### src/rtl/wb_console_tx.sv
// Wishbone byte sink that buffers console output in a FIFO and serializes it as 8N1 UART on o_tx.
// Optional macro WB_CONSOLE_DROP_ON_FULL_EN: discard writes to a full FIFO (counted) instead of stalling.
module wb_console_tx #(
    parameter int CLK_DIV    = 434,
    parameter int DEPTH_LOG2 = 4
) (
    input  logic        i_wb_clk,
    input  logic        i_wb_rst,
    input  logic [31:0] i_wb_dat,
    input  logic        i_wb_we,
    input  logic        i_wb_cyc,
    input  logic        i_wb_stb,
    output logic [31:0] o_wb_rdt,
    output logic        o_wb_ack,
    output logic        o_tx
);
    localparam int          DEPTH       = 1 << DEPTH_LOG2;
    localparam int          CW          = DEPTH_LOG2 + 1;
    localparam logic [15:0] BAUD_RELOAD = 16'(CLK_DIV - 1);

    typedef enum logic [1:0] {
        S_IDLE  = 2'd0,
        S_START = 2'd1,
        S_DATA  = 2'd2,
        S_STOP  = 2'd3
    } state_e;

    state_e                state_q;
    logic [7:0]            shift_q;
    logic [2:0]            bit_cnt_q;
    logic [15:0]           baud_q;
    logic                  tx_q;

    logic [7:0]            mem_q [DEPTH];
    logic [DEPTH_LOG2-1:0] wptr_q, wptr_d;
    logic [DEPTH_LOG2-1:0] rptr_q, rptr_d;
    logic [CW-1:0]         count_q, count_d;
    logic                  ack_q, ack_d;
    logic [31:0]           rdt_q, rdt_d;
    logic [7:0]            ovf_q, ovf_d;

    logic                  full_s, empty_s, busy_s;
    logic                  pending_s, push_s, pop_s;
    logic [8:0]            count_ext_s;
    logic [7:0]            fill_s;
    logic                  unused_s;

    assign unused_s = ^i_wb_dat[31:8];

    // Bus decode, FIFO bookkeeping and status word.
    always_comb begin
        full_s      = (count_q == CW'(DEPTH));
        empty_s     = (count_q == CW'(0));
        busy_s      = (state_q != S_IDLE);
        pending_s   = i_wb_cyc & i_wb_stb & ~ack_q;
        push_s      = pending_s & i_wb_we & ~full_s;
        // The FSM takes a byte from IDLE, or straight out of an expiring stop bit.
        pop_s       = ~empty_s & ((state_q == S_IDLE) |
                                  ((state_q == S_STOP) & (baud_q == 16'd0)));
        count_ext_s = 9'(count_q);
        if (count_ext_s > 9'd255) begin
            fill_s = 8'hFF;
        end else begin
            fill_s = count_ext_s[7:0];
        end

`ifdef WB_CONSOLE_DROP_ON_FULL_EN
        ack_d = pending_s;
        if (pending_s & i_wb_we & full_s & (ovf_q != 8'hFF)) begin
            ovf_d = ovf_q + 8'd1;
        end else begin
            ovf_d = ovf_q;
        end
`else
        ack_d = pending_s & (~i_wb_we | ~full_s);
        ovf_d = 8'h00;
`endif

        if (pending_s & ~i_wb_we) begin
            rdt_d = {8'h00, ovf_q, fill_s, 5'b00000, busy_s, empty_s, full_s};
        end else begin
            rdt_d = 32'h0000_0000;
        end

        if (push_s) begin
            wptr_d = wptr_q + DEPTH_LOG2'(1);
        end else begin
            wptr_d = wptr_q;
        end
        if (pop_s) begin
            rptr_d = rptr_q + DEPTH_LOG2'(1);
        end else begin
            rptr_d = rptr_q;
        end

        case ({push_s, pop_s})
            2'b10:   count_d = count_q + CW'(1);
            2'b01:   count_d = count_q - CW'(1);
            default: count_d = count_q;
        endcase
    end

    // Bus and FIFO state registers.
    always_ff @(posedge i_wb_clk) begin
        if (i_wb_rst) begin
            wptr_q  <= '0;
            rptr_q  <= '0;
            count_q <= '0;
            ack_q   <= 1'b0;
            rdt_q   <= 32'h0000_0000;
            ovf_q   <= 8'h00;
        end else begin
            wptr_q  <= wptr_d;
            rptr_q  <= rptr_d;
            count_q <= count_d;
            ack_q   <= ack_d;
            rdt_q   <= rdt_d;
            ovf_q   <= ovf_d;
        end
    end

    // FIFO storage; contents are don't-care while the count says empty.
    always_ff @(posedge i_wb_clk) begin
        if (push_s) begin
            mem_q[wptr_q] <= i_wb_dat[7:0];
        end
    end

    // UART transmit FSM; o_tx is registered here.
    always_ff @(posedge i_wb_clk) begin
        if (i_wb_rst) begin
            state_q   <= S_IDLE;
            shift_q   <= 8'h00;
            bit_cnt_q <= 3'd0;
            baud_q    <= 16'd0;
            tx_q      <= 1'b1;
        end else begin
            case (state_q)
                S_IDLE: begin
                    if (pop_s) begin
                        shift_q   <= mem_q[rptr_q];
                        bit_cnt_q <= 3'd0;
                        baud_q    <= BAUD_RELOAD;
                        tx_q      <= 1'b0;
                        state_q   <= S_START;
                    end
                end
                S_START: begin
                    if (baud_q == 16'd0) begin
                        tx_q    <= shift_q[0];
                        baud_q  <= BAUD_RELOAD;
                        state_q <= S_DATA;
                    end else begin
                        baud_q <= baud_q - 16'd1;
                    end
                end
                S_DATA: begin
                    if (baud_q == 16'd0) begin
                        baud_q <= BAUD_RELOAD;
                        if (bit_cnt_q == 3'd7) begin
                            tx_q    <= 1'b1;
                            state_q <= S_STOP;
                        end else begin
                            shift_q   <= {1'b0, shift_q[7:1]};
                            bit_cnt_q <= bit_cnt_q + 3'd1;
                            tx_q      <= shift_q[1];
                        end
                    end else begin
                        baud_q <= baud_q - 16'd1;
                    end
                end
                S_STOP: begin
                    if (baud_q == 16'd0) begin
                        if (pop_s) begin
                            shift_q   <= mem_q[rptr_q];
                            bit_cnt_q <= 3'd0;
                            baud_q    <= BAUD_RELOAD;
                            tx_q      <= 1'b0;
                            state_q   <= S_START;
                        end else begin
                            state_q <= S_IDLE;
                        end
                    end else begin
                        baud_q <= baud_q - 16'd1;
                    end
                end
                default: begin
                    state_q <= S_IDLE;
                    tx_q    <= 1'b1;
                end
            endcase
        end
    end

    assign o_wb_ack = ack_q;
    assign o_wb_rdt = rdt_q;
    assign o_tx     = tx_q;

endmodule

### config.mk
export PLATFORM = sky130hd
export DESIGN_NAME = wb_console_tx
export DESIGN_NICKNAME = d
export VERILOG_FILES = /design/src/rtl/wb_console_tx.sv
export SDC_FILE = /design/constraint.sdc
export NUM_CORES = 1
export LEC_CHECK = 0
export ABC_AREA = 0
export ABC_CLOCK_PERIOD_IN_PS = 3600
export BUFFER_PORTS_ARGS = -buffer_cell sky130_fd_sc_hd__buf_2
export CORE_MARGIN = 2
export CORE_UTILIZATION = 40
export CTS_CLUSTER_SIZE = 12
export DETAILED_ROUTE_END_ITERATION = 10
export GPL_ROUTABILITY_DRIVEN = 0
export SLEW_MARGIN = 15
export SYNTH_ARGS = -nofsm -noshare
export SYNTH_HDL_FRONTEND = slang
export SYNTH_SLANG_ARGS = --single-unit
export TNS_END_PERCENT = 20
### constraint.sdc
create_clock -name i_wb_clk -period 3.6 [get_ports i_wb_clk]
set_input_delay 0.72 -clock i_wb_clk [delete_from_list [all_inputs] [get_ports i_wb_clk]]
set_output_delay 0.72 -clock i_wb_clk [all_outputs]
set_load 0.005 [all_outputs]
==> run_results.csv, run 1 <==
group,metric,value,unit
status,status,"complete, no violations",
routing,drt-total-wl,16300,um
floorplan,core,19600,um2
cts,holdBufCountCts,0,
place,placed_cells,853,
timing,slew_violations,0,
worst_setup_path,cp_max_fo,8,
cts,cts_tree,"done",
floorplan,dieArea,21300,um2
place,hpwl,10400,um
routing,vias_per_cell,5.33,
logic_synthesis,synthFlopType,"edfxtp_1",
worst_setup_path,crit_path_start_kind,"flop",
cts,cts_max_path_buffers,2,
finish,layout_commonest_cell,"edfxtp_1",
cts,cts_buffers,17,
logic_synthesis,synth_seq_area_share,61.7,%
floorplan,fp.dieW,146,um
cts,cts_root_buf,"clkbuf_16",
global_route,grt_pass1_vias,4767,
timing,rsz0062_at_grt,"no",
global_route,overflow,0,
hold_path,hp-class,"flop to flop",
finish,fillers,1737,
logic_synthesis,yosysWarnings,0,
logic_synthesis,syn_inst,573,
routing,drc_errors,0,
logic_synthesis,syn_area,8050,um2
finish,drive_above_1_share,22.6,%
worst_setup_path,end_kind,"flop",
place,portBuffers,22,
worst_setup_path,critPathKind,"flop to flop",
finish,ff_latch_area,4960,um2
floorplan,pin_count,71,
timing,relSlewSlack,37.8,%
routing,num_vias,4720,
cts,cts_resized,0,
global_route,track_usage,15.7,%
timing,fin_crit_sh,91.5,%
routing,first_pass_iters,5,
global_route,antenna_found_initial,0,
timing,hold_viol,0,
finish,layout_common_cells,"edfxtp_1, dfxtp_1, nor2_1",
finish,multi_input_area,2760,um2
timing,fin_setup_tns,0,ns
timing,fmax,0.304,GHz
worst_setup_path,r2r_slack,0.31,ns
routing,drt_iter0_drc,393,
cts,path_clk_slew,0.07,ns
logic_synthesis,synthArstFlopShare,0,%
finish,layoutNonFillerInstCount,885,
cts,clock_sinks,184,
pwr,p_leak,3.05,nW
cts,post_cts_buffers,0,
finish,final_nets,661,
timing,setup_viol,0,
finish,syn2layout_area_growth,11.9,%
floorplan,start_util,41.1,%
routing,ant_nets,0,
timing,post-route-min-period,3.29,ns
finish,antenna_cells,0,
logic_synthesis,syn_avg_cell_area,14.0,um2
routing,wl_per_cell,18.4,um
global_route,grt_pass1_wl,25700,um
logic_synthesis,synth_edf_count,128,
flow_run,maxCapViolCount,0,
timing,fin_worst_skew,0.0121,ns
cts,worstSkewPairLatency,0.43,ns
logic_synthesis,netlist-cell-type-count,67,
logic_synthesis,ys_seq_elements,184,
global_route,grt_max_degree,33,
floorplan,die_y,146,um
cts,cts_max_level,4,
pwr,power.density,727,nW/um2
pwr,ir_drop,0.398,mV
floorplan,rows,51,
timing,tightestPinTransition,0.929,ns
worst_setup_path,critPathArrivalTime,3.65,ns
worst_setup_path,worstPathRequired,3.96,ns
-- registers in the layout, summed over array words and instances (netlist names), named ones only --
name / cells
o_wb_ack: 1
bit_cnt_q: 3
baud_q: 16
rptr_q: 4
mem_q: 128
wptr_q: 4
state_q: 2
o_tx: 1
count_q: 5
shift_q: 8
o_wb_rdt: 8
-- where the power goes --
group / internal, mW / switching [mW] / total (mW) / leakage [nW]
Combinational: 0.870 / 1.29 / 2.16 / 1.16
Sequential: 2.41 / 0.148 / 2.56 / 1.61
Clock: 0.931 / 0.888 / 1.82 / 0.282
Total: 4.21 / 2.33 / 6.54 / 3.05
-- cells in the mapped netlist (3+ instances only) --
cell	count	area, um2
edfxtp_1	128	3840
dfxtp_1	56	1120
nor2_1	44	165
mux4_2	33	743
buf_4	25	188
a21oi_1	24	120
nand2_1	22	82.6
inv_1	19	71.3
ha_1	17	213
nor3_1	16	80.1
buf_2	12	60.1
o21ai_0	12	60.1
clkbuf_1	10	37.5
a221oi_1	9	78.8
mux2i_1	9	90.1
o31ai_1	9	67.6
a21oi_2	8	70.1
a311oi_1	8	70.1
nand2b_1	8	50.1
mux2_2	7	78.8
or3_1	6	37.5
a31oi_1	5	31.3
nand3_1	5	25.0
nor4_1	5	31.3
xnor2_1	5	43.8
and2_1	4	25.0
buf_1	4	15.0
o21a_1	4	30.0
xor2_1	4	35.0
a211oi_1	3	22.5
and3_1	3	18.8
buf_6	3	33.8
nor2b_1	3	18.8
or3b_2	3	26.3
or4_1	3	22.5
-- worst max-delay path: stages, from the launching register on --
cell and delay (ns):
dfxtp_1 0.40, inv_1 0.07, ha_1 0.23, nor2b_1 0.17
and4_1 0.19, a21oi_2 0.29, inv_2 0.15, ha_1 0.32
xor2_1 0.19, ha_1 0.23, a211o_1 0.27, a21oi_1 0.15
a221oi_1 0.08, or3_1 0.32, a21oi_1 0.15
-- per-stage QoR --
step	power [mW]	setup slack (ns)	util (%)	cell area [um2]	hold slack, ns
2_1_floorplan	4.35	0.361	-	8130	0.440
3_3_place_gp	4.65	0.431	43.0	8420	0.452
3_5_place_dp	4.74	0.374	43.0	8420	0.456
4_1_cts	6.57	0.323	46.0	9000	0.469
5_1_grt	6.92	0.126	46.0	9000	0.492
6_report	6.54	0.305	46.0	9000	0.472
-- cells by family (layout without fill, tap and decap cells) --
group,after synthesis,count (layout),synth area share (%)
compound gates,105,105,9.64
simple gates,133,133,8.52
flops,184,184,61.7
fa+ha+maj,17,17,2.64
buf+inv,75,99,5.13
mux,49,49,11.3
xor+xnor,9,9,0.980
other cells,1,24,0.0466
-- per-layer routing --
layer	vias to the layer above	GRT usage, %	part of all wire [%]	routed length [um]
met5	-	0	0	0
met4	0	5.34	1.5	238
met3	19	3.57	3.4	551
met2	96	26.6	51	8250
met1	2380	20.0	44	7220
li1	2225	-	-	-
-- cell type report --
cell class | count | share of cell area, %
clock inverter | 14 | 1.71
clock buffer | 18 | 4.77
sequential | 184 | 55.1
timing repair buffer | 46 | 3.22
tap | 265 | 3.68
inverter | 21 | 0.875
multi-input combinational | 337 | 30.6
-- worst paths after layout --
| check | cells past startpoint | from | end |
|---|---|---|---|
| worst max-delay path | 14 | baud_q[0]$_SDFF_PP0_ | count_q[4]$_SDFFE_PP0P_ |
| worst min-delay path | 2 | shift_q[7]$_SDFFE_PP0P_ | shift_q[7]$_SDFFE_PP0P_ |
| worst max register to register | 14 | baud_q[0]$_SDFF_PP0_ | count_q[4]$_SDFFE_PP0P_ |
| worst min register to register | 2 | shift_q[7]$_SDFFE_PP0P_ | shift_q[7]$_SDFFE_PP0P_ |
(Power assumes the default switching activity.)
==> run 2, diff against run 1 <==
ABC_AREA = 1   (was 0)
CELL_PAD_IN_SITES_DETAIL_PLACEMENT = 0   (was default)
CELL_PAD_IN_SITES_GLOBAL_PLACEMENT = 1   (was default)
CORE_UTILIZATION = 46   (was 40)
PLACE_DENSITY_LB_ADDON = 0.1   (was default)
==> run_results.csv, run 2 <==
group,metric,value,unit
floorplan,die_y,141,um
worst_setup_path,cp_max_fo,16,
logic_synthesis,synth_common_cells,"nand2_1, inv_1, edfxtp_1, nand3_1, nor2_1",
worst_setup_path,end_kind,"flop",
cts,cts_resized,0,
worst_setup_path,r2r_slack,0.67,ns
global_route,overflow,0,
timing,hold_viol,0,
pwr,p_leak,4.23,nW
pwr,power.density,725,nW/um2
place,hpwl,11500,um
global_route,antenna_found_initial,0,
timing,slew_violations,0,
timing,fin_worst_skew,0.0349,ns
routing,drt-total-wl,18700,um
logic_synthesis,syn_inst,979,
cts,worstSkewPairLatency,0.44,ns
global_route,grt_pass1_vias,5577,
worst_setup_path,worstPathRequired,3.91,ns
global_route,grt_pass1_wl,30100,um
logic_synthesis,yosysWarnings,0,
logic_synthesis,synthFlopType,"edfxtp_1",
routing,ant_nets,0,
finish,layout_commonest_cell,"nand2_1",
logic_synthesis,netlist-cell-type-count,34,
logic_synthesis,yosysTopAreaCell,"edfxtp_1",
place,portBuffers,22,
finish,reg_top3,"mem_q: 128 flops, baud_q: 16 flops",
timing,tightestPinTransition,0.829,ns
floorplan,rows,50,
floorplan,fp.dieW,141,um
timing,relSlewSlack,44.5,%
cts,cts_tree,"done",
hold_path,hp-class,"flop to flop",
finish,regMostFlops,"mem_q",
routing,num_vias,5960,
worst_setup_path,critPathKind,"flop to flop",
cts,clock_sinks,184,
floorplan,pin_count,71,
finish,syn2layout_area_growth,9.99,%
logic_synthesis,synthArstFlopShare,0,%
logic_synthesis,syn_avg_cell_area,8.82,um2
routing,vias_per_cell,4.76,
flow_run,maxCapViolCount,0,
timing,fin_hold_ws,0.478,ns
logic_synthesis,synth_edf_count,128,
logic_synthesis,synth_seq_area_share,57.5,%
worst_setup_path,critPathArrivalTime,3.23,ns
cts,path_clk_slew,0.07,ns
pwr,power.total,6.89,mW
timing,fin_setup_tns,0,ns
routing,drt_iter0_drc,393,
cts,holdBufCountCts,0,
finish,drive_above_1_share,8.95,%
logic_synthesis,ys_seq_elements,184,
floorplan,core,18600,um2
worst_setup_path,crit_chain,"inv_1, ha_1, nand2_2, nor2_2, nand3_2, nand2_2, nand2_4, clkinv_1, ha_1, xor2_1, ha_1, inv_1, nand2_1, and3_1, o21bai_1, nand2_1, nand2_1, a21oi_1",
global_route,grt_max_degree,65,
routing,drc_errors,0,
cts,cts_max_path_buffers,2,
pwr,ir_drop,0.394,mV
worst_setup_path,crit_slowest_cell,"ha_1",
finish,final_util,51.1,%
floorplan,dieArea,19900,um2
finish,largest_reg_flops,128,
timing,post-route-min-period,2.93,ns
worst_setup_path,crit_path_start_kind,"flop",
worst_setup_path,cpPeakStageDelay,0.35,ns
routing,first_pass_iters,4,
floorplan,start_util,46.5,%
timing,setup_viol,0,
cts,cts_max_level,4,
logic_synthesis,syn_area,8640,um2
global_route,track_usage,20.1,%
finish,layout_common_cells,"nand2_1, inv_1, edfxtp_1",
cts,cts_buffers,17,
finish,multi_input_area,2860,um2
finish,layoutNonFillerInstCount,1252,
logic_synthesis,synth_top_cell_area_share,44.5,%
cts,post_cts_buffers,0,
finish,ff_latch_area,4970,um2
worst_setup_path,crit_family,"simple AND/OR/NAND/NOR gates",
finish,final_nets,1058,
logic_synthesis,synth_area_leaders,"edfxtp_1, dfxtp_1, nand2_1, nand3_1, inv_1",
status,status,"complete, no violations",
cts,cts_root_buf,"clkbuf_16",
routing,wl_per_cell,15.0,um
timing,fin_crit_sh,81.3,%
timing,rsz0062_at_grt,"no",
worst_setup_path,worst-path-buf-inv,3,
place,placed_cells,1219,
finish,fillers,1754,
logic_synthesis,synth.most_common_cell,"nand2_1",
timing,fmax,0.342,GHz
run 2: cell types whose count changed in the layout (fill, tap and decap cells not counted), moves of 8 or more:
cell and delta:
a21oi_2 -8, nand2b_1 -8, a21oi_1 +10, mux2i_1 -9, nor3_1 -15, inv_1 +122, a311oi_1 -8, mux4_2 -33
o21ai_0 +11, a221oi_1 -9, nand3_1 +118, o31ai_1 -9, nor2_1 +37, nand2_1 +248
run 2: metrics by stage:
stage	area, um2	setup WS (ns)
after floorplan	8730	1.14
after global placement	8930	0.689
after detailed placement	8930	0.686
after CTS	9500	0.661
after global routing	9500	0.368
final	9500	0.672
run 2: worst reg2reg max path, delay by kind of cell (launching register included):
kind                       cells  cell delay [ns]
buffers and inverters          3             0.40
and+or+nand+nor                9             0.95
DFF                            1             0.34
adders and majority gates      3             0.77
xor gates and xnor gates       1             0.18
AOI/OAI and AO/OA              2             0.17
run 2: worst paths after layout:
check	cells after the start	end	from
worst min register to register	2	o_wb_rdt[11]$_SDFF_PP0_	count_q[3]$_SDFFE_PP0P_
worst max-delay path	18	count_q[4]$_SDFFE_PP0P_	baud_q[0]$_SDFF_PP0_
worst min-delay path	2	o_wb_rdt[11]$_SDFF_PP0_	count_q[3]$_SDFFE_PP0P_
worst max register to register	18	count_q[4]$_SDFFE_PP0P_	baud_q[0]$_SDFF_PP0_
run 2: logic make-up (layout without fill, tap and decap cells):
logic type,after synthesis,count (layout),synth area share [%]
other,1,25,0.0434
AOI/OAI and AO/OA,66,66,4.24
and+or+nand+nor,492,492,24.0
xor gates and xnor gates,14,14,1.42
DFF,184,184,57.5
adders and majority gates,17,17,2.46
buffers and inverters,205,220,10.4
run 2: report_power, final:
group | internal [mW] | switching, mW
registers | 2.42 | 0.117
logic | 0.802 | 1.75
clock network | 0.976 | 0.833
run 2: per-layer routing:
layer / vias up / part of all wire, % / track usage (%)
li1: 3121 / - / -
met1: 2717 / 48 / 28.2
met2: 102 / 46 / 31.6
met3: 20 / 4.2 / 3.97
met4: 0 / 1.4 / 6.32
met5: - / 0 / 0
run 2: layout make-up:
type / instances / area share, %
antenna: 1 / 0.0263
clock buffer: 19 / 4.56
clock inverter: 13 / 1.42
inverter: 145 / 5.73
multi-input combinational: 613 / 30.1
sequential: 184 / 52.3
tap: 234 / 3.08
timing repair buffer: 43 / 2.82
==> run 3, diff against run 2 <==
ABC_CLOCK_PERIOD_IN_PS = 3000   (was 3600)
clock period = 3 ns   (was 3.6 ns; I/O delays follow)
==> run_results.csv, run 3 (synthesis gave the netlist of run 2 again) <==
group,metric,value,unit
global_route,grt_pass1_wl,29900,um
flow_run,maxCapViolCount,0,
worst_setup_path,critPathKind,"flop to flop",
finish,reg_top3,"mem_q: 128 flops, baud_q: 16 flops",
finish,drive_above_1_share,9.83,%
hold_path,hp-class,"primary input to flop",
floorplan,pin_count,71,
floorplan,die_y,141,um
cts,cts_max_path_buffers,2,
cts,cts_resized,0,
pwr,ir_drop,0.485,mV
finish,final_nets,1068,
floorplan,rows,50,
finish,layout_commonest_cell,"nand2_1",
timing,rsz0062_at_grt,"no",
floorplan,dieArea,19900,um2
timing,post-route-min-period,2.51,ns
finish,syn2layout_area_growth,11.0,%
global_route,antenna_found_initial,0,
routing,ant_nets,0,
finish,layout_common_cells,"nand2_1, inv_1, edfxtp_1",
cts,post_cts_buffers,0,
timing,relSlewSlack,51.8,%
timing,fin_worst_skew,0.00907,ns
finish,multi_input_area,2860,um2
place,hpwl,11800,um
finish,largest_reg_flops,128,
pwr,power.density,873,nW/um2
timing,hold_viol,0,
global_route,grt_max_degree,35,
cts,cts_buffers,17,
place,post-place-ws,0.480,ns
finish,fillers,1739,
global_route,overflow,0,
floorplan,fp.dieW,141,um
timing,tightestPinTransition,0.723,ns
timing,fin_setup_tns,0,ns
routing,drt_iter0_drc,329,
floorplan,core,18600,um2
finish,ff_latch_area,4970,um2
timing,slew_violations,0,
cts,holdBufCountCts,0,
routing,drc_errors,0,
worst_setup_path,end_kind,"flop",
worst_setup_path,critPathArrivalTime,2.84,ns
routing,vias_per_cell,4.79,
cts,cts_max_level,4,
cts,cts_tree,"done",
place,portBuffers,22,
timing,setup_ws,0.486,ns
timing,fmax,0.398,GHz
status,status,"complete, no violations",
routing,drt-total-wl,18700,um
timing,setup_viol,0,
worst_setup_path,cp_max_fo,5,
floorplan,start_util,46.5,%
global_route,track_usage,19.9,%
finish,antenna_cells,0,
global_route,grt_pass1_vias,5734,
routing,num_vias,6045,
cts,path_clk_slew,0.07,ns
cts,cts_root_buf,"clkbuf_16",
routing,wl_per_cell,14.8,um
timing,fin_crit_sh,83.8,%
worst_setup_path,crit_path_start_kind,"flop",
finish,regMostFlops,"mem_q",
routing,first_pass_iters,4,
cts,worstSkewPairLatency,0.43,ns
pwr,power.total,8.37,mW
cts,clock_sinks,184,
pwr,p_leak,4.29,nW
worst_setup_path,worstPathRequired,3.32,ns
run 3: worst paths after layout:
check	start	to	slack (ns)	cells past startpoint
max	baud_q[0]$_SDFF_PP0_	count_q[4]$_SDFFE_PP0P_	0.49	19
min	i_wb_we	o_wb_ack$_SDFF_PP0_	0.37	2
max reg2reg	baud_q[0]$_SDFF_PP0_	count_q[4]$_SDFFE_PP0P_	0.49	19
min reg2reg	o_tx$_SDFFE_PP1P_	o_tx$_SDFFE_PP1P_	0.46	2
run 3: layout make-up:
class	count	share of cell area, %
clock buffer	17	4.44
clock inverter	15	1.47
inverter	145	5.68
multi-input combinational	613	29.8
sequential	184	51.8
tap	234	3.05
timing repair buffer	53	3.71
run 3: through the flow:
stage	utilization, %	hold WS (ns)	area (um2)	std cells
floorplan	-	0.434	8730	1002
global placement	48.5	0.445	9020	1229
detailed placement	48.5	0.457	9020	1229
CTS	51.6	0.356	9590	1261
global route	51.6	0.373	9590	1261
finish	51.6	0.375	9590	1261
run 3: metal layers:
metal  up-vias  routed length [um]  part of all wire (%)  GRT usage [%]
met2       101                8590                    46           31.9
li1       3141                   -                     -              -
met3        22                 712                   3.8           3.09
met5         -                   0                     0              0
met1      2781                9080                    49           27.9
met4         0                 298                   1.6           6.79
run 3: critical path, cell delays in order (launching register included):
cell	delay (ns)
dfxtp_1	0.31
inv_1	0.09
ha_1	0.21
nand2_2	0.12
nor2_2	0.15
nand3_2	0.10
nand2_2	0.11
nand2_4	0.05
clkinv_1	0.05
ha_1	0.27
xor2_1	0.21
ha_1	0.17
inv_1	0.04
nand2_1	0.08
and3_1	0.18
nor2_1	0.05
nand2_1	0.05
nand2_1	0.05
nand2_1	0.06
a21oi_1	0.05
run 3: power by group:
part / total, mW / internal (mW) / leakage (nW) / switching, mW
clock: 2.17 / 1.16 / 0.279 / 1.01
combinational: 3.12 / 1.04 / 2.40 / 2.09
sequential: 3.08 / 2.90 / 1.61 / 0.181
total: 8.37 / 5.10 / 4.29 / 3.28
